===== config.mk =====
export PLATFORM = sky130hd
export DESIGN_NAME = fml_arbiter4
export DESIGN_NICKNAME = d
export VERILOG_FILES = /design/src/rtl/fml_pkg.sv /design/src/rtl/fml_rr_pick.sv /design/src/rtl/fml_arbiter4.sv
export SDC_FILE = /design/constraint.sdc
export NUM_CORES = 1
export LEC_CHECK = 0
export CAP_MARGIN = 0
export CORE_AREA = 5 5 101 103
export DETAILED_ROUTE_END_ITERATION = 6
export DIE_AREA = 0 0 106 108
export PLACE_DENSITY_LB_ADDON = 0.1
export SYNTH_ARGS = -nofsm -noshare
export SYNTH_HDL_FRONTEND = slang
export SYNTH_SLANG_ARGS = --single-unit

===== constraint.sdc =====
create_clock -name sys_clk -period 1.9 [get_ports sys_clk]
set_input_delay 0.19 -clock sys_clk [delete_from_list [all_inputs] [get_ports sys_clk]]
set_output_delay 0.19 -clock sys_clk [all_outputs]
set_load 0.02 [all_outputs]

===== src/rtl/fml_pkg.sv =====
// ---------------------------------------------------------------------------
// fml_pkg
// Shared constants and types for the FML 8x16 four-master arbiter.
//   FML_BURST_LEN : data beats per FML transaction
//   FML_DW        : data beat width in bits
//   FML_SELW      : byte-select width per beat
//   fml_midx_t    : master index (one of four masters)
//   arb_state_e   : arbiter FSM state encoding
// ---------------------------------------------------------------------------
package fml_pkg;

    localparam int FML_BURST_LEN = 8;
    localparam int FML_DW        = 16;
    localparam int FML_SELW      = 2;
    localparam int FML_MIDX_W    = 2;
    localparam int FML_NMASTERS  = 4;

    typedef logic [FML_MIDX_W-1:0] fml_midx_t;

    typedef enum logic [1:0] {
        ARB_IDLE  = 2'd0,
        ARB_REQ   = 2'd1,
        ARB_BURST = 2'd2
    } arb_state_e;

endpackage


===== src/rtl/fml_rr_pick.sv =====
// ---------------------------------------------------------------------------
// fml_rr_pick
// Combinational 4-way round-robin picker. The winner is the first requesting
// master after `last` in circular order 0->1->2->3->0.
//   req    : in  [3:0] request vector, bit N = master N
//   last   : in  [1:0] master that won most recently
//   valid  : out       at least one request is present
//   winner : out [1:0] chosen master (only meaningful when valid)
// ---------------------------------------------------------------------------
module fml_rr_pick
    import fml_pkg::*;
(
    input  logic [3:0] req,
    input  fml_midx_t  last,
    output logic       valid,
    output fml_midx_t  winner
);

    // Candidate gi is the master gi+1 positions after last; the 2-bit add
    // wraps naturally, so candidate 3 is `last` itself (lowest priority).
    fml_midx_t  cand_idx [4];
    logic [3:0] cand_req;

    generate
        for (genvar gi = 0; gi < 4; gi++) begin : g_cand
            assign cand_idx[gi] = last + fml_midx_t'(gi + 1);
            assign cand_req[gi] = req[cand_idx[gi]];
        end
    endgenerate

    // Scan from lowest priority to highest so the nearest candidate wins.
    always_comb begin
        valid  = |req;
        winner = last;
        for (int k = 3; k >= 0; k--) begin
            if (cand_req[k]) begin
                winner = cand_idx[k];
            end
        end
    end

endmodule


===== src/rtl/fml_arbiter4.sv =====
// ---------------------------------------------------------------------------
// fml_arbiter4
// Shares one FML 8x16 slave port (hpdmc) between four masters using
// round-robin arbitration, one transaction per grant.
//   sys_clk, sys_rst       : clock, asynchronous active-high reset
//   mN_adr/stb/we (N=0..3) : master request side
//   mN_sel/dw              : master write beat byte-select and data
//   mN_ack                 : per-master acknowledge (owner only)
//   m_dr                   : read data broadcast to all masters (= s_dr)
//   s_adr/stb/we/sel/dw    : to hpdmc
//   s_ack, s_dr            : from hpdmc
// ---------------------------------------------------------------------------
module fml_arbiter4
    import fml_pkg::*;
#(
    parameter int fml_depth = 26,
    parameter int burst_len = FML_BURST_LEN
) (
    input  logic                 sys_clk,
    input  logic                 sys_rst,

    input  logic [fml_depth-1:0] m0_adr,
    input  logic                 m0_stb,
    input  logic                 m0_we,
    output logic                 m0_ack,
    input  logic [FML_SELW-1:0]  m0_sel,
    input  logic [FML_DW-1:0]    m0_dw,

    input  logic [fml_depth-1:0] m1_adr,
    input  logic                 m1_stb,
    input  logic                 m1_we,
    output logic                 m1_ack,
    input  logic [FML_SELW-1:0]  m1_sel,
    input  logic [FML_DW-1:0]    m1_dw,

    input  logic [fml_depth-1:0] m2_adr,
    input  logic                 m2_stb,
    input  logic                 m2_we,
    output logic                 m2_ack,
    input  logic [FML_SELW-1:0]  m2_sel,
    input  logic [FML_DW-1:0]    m2_dw,

    input  logic [fml_depth-1:0] m3_adr,
    input  logic                 m3_stb,
    input  logic                 m3_we,
    output logic                 m3_ack,
    input  logic [FML_SELW-1:0]  m3_sel,
    input  logic [FML_DW-1:0]    m3_dw,

    output logic [FML_DW-1:0]    m_dr,

    output logic [fml_depth-1:0] s_adr,
    output logic                 s_stb,
    output logic                 s_we,
    input  logic                 s_ack,
    output logic [FML_SELW-1:0]  s_sel,
    output logic [FML_DW-1:0]    s_dw,
    input  logic [FML_DW-1:0]    s_dr
);

    localparam int CNT_W = (burst_len > 1) ? $clog2(burst_len) : 1;
    localparam logic [CNT_W-1:0] BEAT_LAST = CNT_W'(burst_len - 1);

    // Master-side signals gathered into arrays so the owner can index them.
    logic [fml_depth-1:0] mst_adr [4];
    logic [FML_SELW-1:0]  mst_sel [4];
    logic [FML_DW-1:0]    mst_dw  [4];
    logic [3:0]           mst_stb;
    logic [3:0]           mst_we;
    logic [3:0]           mst_ack;

    assign mst_adr[0] = m0_adr;  assign mst_adr[1] = m1_adr;
    assign mst_adr[2] = m2_adr;  assign mst_adr[3] = m3_adr;
    assign mst_sel[0] = m0_sel;  assign mst_sel[1] = m1_sel;
    assign mst_sel[2] = m2_sel;  assign mst_sel[3] = m3_sel;
    assign mst_dw[0]  = m0_dw;   assign mst_dw[1]  = m1_dw;
    assign mst_dw[2]  = m2_dw;   assign mst_dw[3]  = m3_dw;
    assign mst_stb    = {m3_stb, m2_stb, m1_stb, m0_stb};
    assign mst_we     = {m3_we,  m2_we,  m1_we,  m0_we};

    assign m0_ack = mst_ack[0];
    assign m1_ack = mst_ack[1];
    assign m2_ack = mst_ack[2];
    assign m3_ack = mst_ack[3];

    arb_state_e       state_q, state_d;
    fml_midx_t        owner_q, owner_d;
    fml_midx_t        rr_last_q, rr_last_d;
    logic [CNT_W-1:0] beat_q, beat_d;
    logic             wr_burst_q, wr_burst_d;

    logic      pick_valid;
    fml_midx_t pick_winner;

    fml_rr_pick u_pick (
        .req    (mst_stb),
        .last   (rr_last_q),
        .valid  (pick_valid),
        .winner (pick_winner)
    );

    logic own_stb;
    logic own_we;
    logic in_req;
    logic in_wr_beat;

    assign own_stb    = mst_stb[owner_q];
    assign own_we     = mst_we[owner_q];
    assign in_req     = (state_q == ARB_REQ);
    assign in_wr_beat = (state_q == ARB_BURST) && wr_burst_q;

    always_comb begin
        state_d    = state_q;
        owner_d    = owner_q;
        rr_last_d  = rr_last_q;
        beat_d     = beat_q;
        wr_burst_d = wr_burst_q;
        case (state_q)
            ARB_IDLE: begin
                if (pick_valid) begin
                    owner_d   = pick_winner;
                    rr_last_d = pick_winner;
                    state_d   = ARB_REQ;
                end
            end
            ARB_REQ: begin
                // A master withdrawing before ack abandons the grant.
                if (!own_stb) begin
                    state_d = ARB_IDLE;
                end else if (s_ack) begin
                    state_d    = ARB_BURST;
                    beat_d     = '0;
                    wr_burst_d = own_we;
                end
            end
            ARB_BURST: begin
                beat_d = beat_q + CNT_W'(1);
                if (beat_q == BEAT_LAST) begin
                    state_d = ARB_IDLE;
                    beat_d  = '0;
                end
            end
            default: begin
                state_d = ARB_IDLE;
            end
        endcase
    end

    always_ff @(posedge sys_clk or posedge sys_rst) begin
        if (sys_rst) begin
            state_q    <= ARB_IDLE;
            owner_q    <= '0;
            rr_last_q  <= fml_midx_t'(3);
            beat_q     <= '0;
            wr_burst_q <= 1'b0;
        end else begin
            state_q    <= state_d;
            owner_q    <= owner_d;
            rr_last_q  <= rr_last_d;
            beat_q     <= beat_d;
            wr_burst_q <= wr_burst_d;
        end
    end

    // Slave-side outputs are decoded from the state so that an asynchronous
    // reset forces them to zero immediately.
    assign s_stb = in_req && own_stb;
    assign s_adr = in_req ? mst_adr[owner_q] : '0;
    assign s_we  = in_req && own_we;
    assign s_sel = in_wr_beat ? mst_sel[owner_q] : '0;
    assign s_dw  = in_wr_beat ? mst_dw[owner_q]  : '0;
    assign m_dr  = s_dr;

    generate
        for (genvar gi = 0; gi < 4; gi++) begin : g_ack
            assign mst_ack[gi] = in_req && own_stb && s_ack
                                 && (owner_q == fml_midx_t'(gi));
        end
    endgenerate

endmodule

==> metrics, run 1 <==
Seq cells post-synth 10; endpoint kind of the worst setup timing path primary output; DRC viols 0; maximum VDD drop around 0.00058 V; reg-to-reg endpoint wr_burst_q$_DFFE_PP0P_; PD cells 1180 nW/um2; Tmin final between 1.5 and 2 ns; cells after synthesis 200; Post-Syn Area approximately 2200 um2; Final Slew Violations 0; die width 106 um; RSZ-0062 raised after global routing yes; Static Leak just over 2 nW; Via density about 4.9; ratio of cells with drive above 1 in the final layout 39.8%; first-pass GRT wire length 16900 um; Port Buffers approximately 240; clock sink count 10; Final Cycle Share 105%; Net Count, Synth 405; post-DR wirelength/cell 21.0 um; Finished Core Util 56.2%; Finish-stage setup viols 42; Routed WL 11600 um; Critical path origin owner_q[0]$_DFFE_PP0P_; CP Class reg2out; initial core utilization about a quarter; post-route setup slack -0.0914 ns; critical path peak fanout 6; Fill cells around 810; initial antenna violation count 1; dominant synthesized flop cell dfrtp_1; sequential area share after synthesis around an eighth; violated checks negative setup slack; Layout Nets roughly 650; top cells by area, synth mux4_2 48%, dfrtp_1 9.3%, and2_1 7.8%; Clock Path Buffers 2; cell total after placement 536; TritonCTS Buffers 3; final hold vios 0; overall power between 6 and 7 mW; CTS tree yes; CP Launch Type register; worst-case reg-to-reg path depth 5; grt ovf 0; Slew headroom between 70 and 80%; Placer Congestion 0.835; routed vias approximately 2700; post-synth cell types 32; Hold WS 0.230 ns; Ys Warns 0; number of global-route vias before repair about 2600; cell taking the most area after synthesis mux4_2; Worst-Skew Late Latency 0.24 ns; H-tree depth 1; 1st-pass router iterations 4; FMAX roughly 0.5 GHz; worst r2r src owner_q[0]$_DFFE_PP0P_; outcome finished with violations; slack of the worst reg-to-reg path between 0.1 and 0.15 ns; Die ar. around 11000 um2; clk_skew ~0.0051 ns; synthesis-to-finish area growth 137%; Die Y 108 um; worst-margin pin slew 0.391 ns; Avg Inst Size Synth around 11 um2; Row Count 35; antenna viol nets, final 0; Clock Pin Slew Worst Setup and Hold Paths approximately 0.05 ns; Req. time, crit path between 1.5 and 2 ns; HPWL after DPL ~9600 um; Worst Hold Class in2async; clock root buffer clkbuf_8; top cell type's share of synthesized area 47.9%; CORE AREA 9110 um2; DRT iter0 DRCs 66; Finished Layout Cells approximately 550; I/O pin count around 270; Tot GR Track Use 19.3%; max cap viols 0; EDFF count, synth 0; asr flop ratio synth 100%; # diodes 0; largest net degree at the start of global routing 30; Critical Path AT ~1.8 ns
[critical path: stages, from the launching register on]
cell and delay, ns:
dfrtp_4 0.48, buf_12 0.14, buf_12 0.13, mux4_2 0.51, nor2b_1 0.14, buf_4 0.16
[metrics by stage]
step | setup TNS (ns) | cell area [um2] | setup slack (ns)
floorplan | 0 | 2160 | 0.123
global placement | -6.68 | 4730 | -0.184
detailed placement | -7.24 | 4730 | -0.196
CTS | -2.35 | 4730 | -0.245
global route | -4.48 | 5120 | -0.148
finish | -2.19 | 5120 | -0.0914
[final cells by class]
class	instances	area, um2	share of cell area, %
Inverter	4	15.0	0.293
Clock buffer	4	55.1	1.08
Tap cell	111	139	2.71
Multi-Input combinational cell	150	1810	35.4
Sequential cell	10	258	5.03
Timing Repair Buffer	274	2840	55.5
[cells by family after synthesis]
family,after synthesis,share of synthesized area (%)
buf+inv,40,10.5
mux,47,48.6
flops,10,11.7
fa+ha+maj,2,1.16
simple gates,77,20.7
compound gates,24,7.24
[synthesized netlist by cell type, types with 3 or more instances]
master,n
clkbuf_1,11
inv_1,4
mux4_2,46
nor2b_1,20
a21oi_1,4
buf_2,8
nand2_1,8
o21ai_0,7
buf_4,16
and2_1,27
a21o_1,3
nor2_1,6
o211ai_1,3
nand3_1,3
dfrtp_1,8
nand2b_1,5
[layer usage]
layer  GRT usage, %  part of all wire (%)
met1           23.3                    37
met2           34.7                    53
met3           6.15                   9.0
met4           2.41                  0.96
met5              0                  0.11
[cell usage in the layout, fill, tap and decap left out, types with 4 or more instances in the layout]
cell,instances
a21oi_1,4
and2_1,5
and2_4,22
buf_12,8
buf_4,26
buf_6,43
clkbuf_8,4
clkdlybuf4s50_1,186
dfrtp_1,6
inv_1,4
mux4_2,46
nand2_1,8
nand2b_1,5
nor2_1,6
nor2b_1,8
nor2b_4,9
o21ai_0,7
[power by group]
part | leakage, nW | internal, mW | switching [mW] | total [mW]
logic | 1.90 | 3.19 | 2.09 | 5.29
clock network | 0.0288 | 0.183 | 0.0893 | 0.272
registers | 0.119 | 0.344 | 0.126 | 0.471
[worst max path at each step]
stage,endpoint,cells after the start
2_1_floorplan,m0_ack,5
3_3_place_gp,s_we,4
3_5_place_dp,s_adr[21],4
4_1_cts,s_adr[23],4
5_1_grt,s_dw[9],5
6_report,s_dw[8],5
[sequential cells by signal (all words and copies together) (netlist names)]
register and cells:
state_q 2, rr_last_q 2, owner_q 2, wr_burst_q 1, beat_q 3
[timing repair]
item | in CTS | in global routing
hold buffers | 0 | 0
pin swaps | 0 | 6
setup endpoints to repair | 50 | 48
gates cloned | 0 | 3
gates resized for setup | 224 | 91
buffers inserted | 5 | 5
Power figures use the tool's default switching activity.
==> run 2: changes to the inputs <==
--- a/config.mk
+++ b/config.mk
@@ -10,6 +10,7 @@
 export DETAILED_ROUTE_END_ITERATION = 6
 export DIE_AREA = 0 0 106 108
 export PLACE_DENSITY_LB_ADDON = 0.1
+export SKIP_CTS_REPAIR_TIMING = 1
 export SYNTH_ARGS = -nofsm -noshare
 export SYNTH_HDL_FRONTEND = slang
 export SYNTH_SLANG_ARGS = --single-unit
==> metrics, run 2 (same netlist as run 1, synthesis figures left out) <==
outcome finished with violations; violated checks negative setup slack; Layout Nets about 640; Routed WL around 11000 um; footprint of the multi-input gates 1710 um2; TNS Setup -1.07 ns; DP Worst Slack -0.196 ns; initial antenna violation count 1; placed inst area about 4700 um2; critical path peak fanout 9; Clock Path Buffers 2; DRC viols 0; grt ovf 0; Die Y approximately 110 um; Worst path max stage delay 0.51 ns; slack of the worst reg-to-reg path roughly 0.18 ns; Die ar. between 10000 and 15000 um2; CORE AREA 9110 um2; number of global-route vias before repair 2578; CTS tree yes; I/O pin count between 200 and 300; FMAX slightly below 0.5 GHz; post-route setup slack -0.112 ns; Via density roughly 4.8; clk_skew ~0.0053 ns; CP Launch Type register; maximum VDD drop approximately 0.00057 V; crit-path cells buf_6 -> mux4_2 -> and2_1 -> dlymetal6s2s_1; Final Cycle Share 106%; commonest non-fill, non-tap cell in the layout clkdlybuf4s50_1; Reg with most FFs beat_q; die width between 100 and 150 um; Clock Pin Slew Worst Setup and Hold Paths around 0.050 ns; overall power approximately 5.2 mW; ratio of cells with drive above 1 in the final layout between 30% and 40%; Port Buffers ~240; worst-case reg-to-reg path depth 5; endpoint kind of the worst setup timing path primary output; H-tree depth 1; Tot GR Track Use a little under a fifth; antenna viol nets, final 0; CP Class reg2out; Final Slew Violations 0; most frequent cells in the layout 186 x clkdlybuf4s50_1, 46 x mux4_2, 29 x buf_4; RSZ-0062 raised after global routing yes; PD cells roughly 1100 nW/um2; register area roughly 260 um2; Req. time, crit path 1.71 ns; CP Buf/Inv Count 2; Static Leak 2.06 nW; CP delay by family, top multiplexers; routed vias between 2000 and 3000; Finish-stage setup viols 26; DRT iter0 DRCs 38; HPWL after DPL between 9000 and 10000 um; 1st-pass router iterations 4; Largest register FFs 3; Worst Hold Class in2async; worst-margin pin slew between 0.3 and 0.4 ns; final hold vios 0; Placer Congestion between 0.8 and 0.9; cell total after placement 536; post-DR wirelength/cell ~21 um; Worst-Skew Late Latency between 0.2 and 0.25 ns; max cap viols 0; clock sink count 10; Slew headroom ~74%; Finished Layout Cells 540; worst r2r src owner_q[0]$_DFFE_PP0P_; # diodes 0; initial core utilization 23.7%; Tmin final approximately 2.0 ns; Hold WS between 0.2 and 0.25 ns; Row Count 35; slowest stage cell, crit path mux4_2; clock root buffer clkbuf_8; fin area roughly 4800 um2; synthesis-to-finish area growth 121%; Fill cells between 800 and 900; Critical Path AT between 1.5 and 2 ns; Finished Core Util between 50 and 60%; first-pass GRT wire length roughly 17000 um; reg-to-reg endpoint wr_burst_q$_DFFE_PP0P_; largest net degree at the start of global routing 30; Levels on crit path 4; TritonCTS Buffers 3
run 2: cell type report:
| class | count | share of cell area (%) |
|---|---|---|
| Timing Repair Buffer | 261 | 54.4 |
| Multi-Input combinational cell | 150 | 35.9 |
| Sequential cell | 10 | 5.40 |
| Tap cell | 111 | 2.91 |
| Clock buffer | 4 | 1.15 |
| Inverter | 4 | 0.314 |
run 2: per-layer routing:
layer	GRT usage, %	vias to the layer above	share of wire, %
met3	6.57	18	9.9
met2	34.0	136	51
met5	0	-	0.062
met4	2.96	2	2.0
met1	22.5	1243	37
li1	-	1208	-
run 2: how the worst max path moves through the flow:
stage / slack, ns / startpoint / end
after CTS: -0.47 / owner_q[0]$_DFFE_PP0P_ / s_adr[23]
after global placement: -0.18 / owner_q[0]$_DFFE_PP0P_ / s_we
after global routing: -0.19 / owner_q[0]$_DFFE_PP0P_ / s_adr[13]
after detailed placement: -0.20 / owner_q[0]$_DFFE_PP0P_ / s_adr[21]
after floorplan: 0.12 / state_q[1]$_DFFE_PP0P_ / m0_ack
final: -0.11 / owner_q[0]$_DFFE_PP0P_ / s_adr[4]
run 2: worst reg2reg max path, delay by kind of cell, from the launching register on:
family / cells / cell delay (ns)
AND/OR/NAND/NOR: 2 / 0.15
multiplexers: 2 / 0.79
flip-flops: 1 / 0.50
buffers and inverters: 1 / 0.17
run 2: power by group:
part,switching [mW],internal [mW],total (mW),leakage [nW]
Combinational,1.91,2.58,4.49,1.91
Clock,0.0895,0.183,0.272,0.0288
Sequential,0.133,0.344,0.477,0.119
Total,2.13,3.11,5.24,2.06
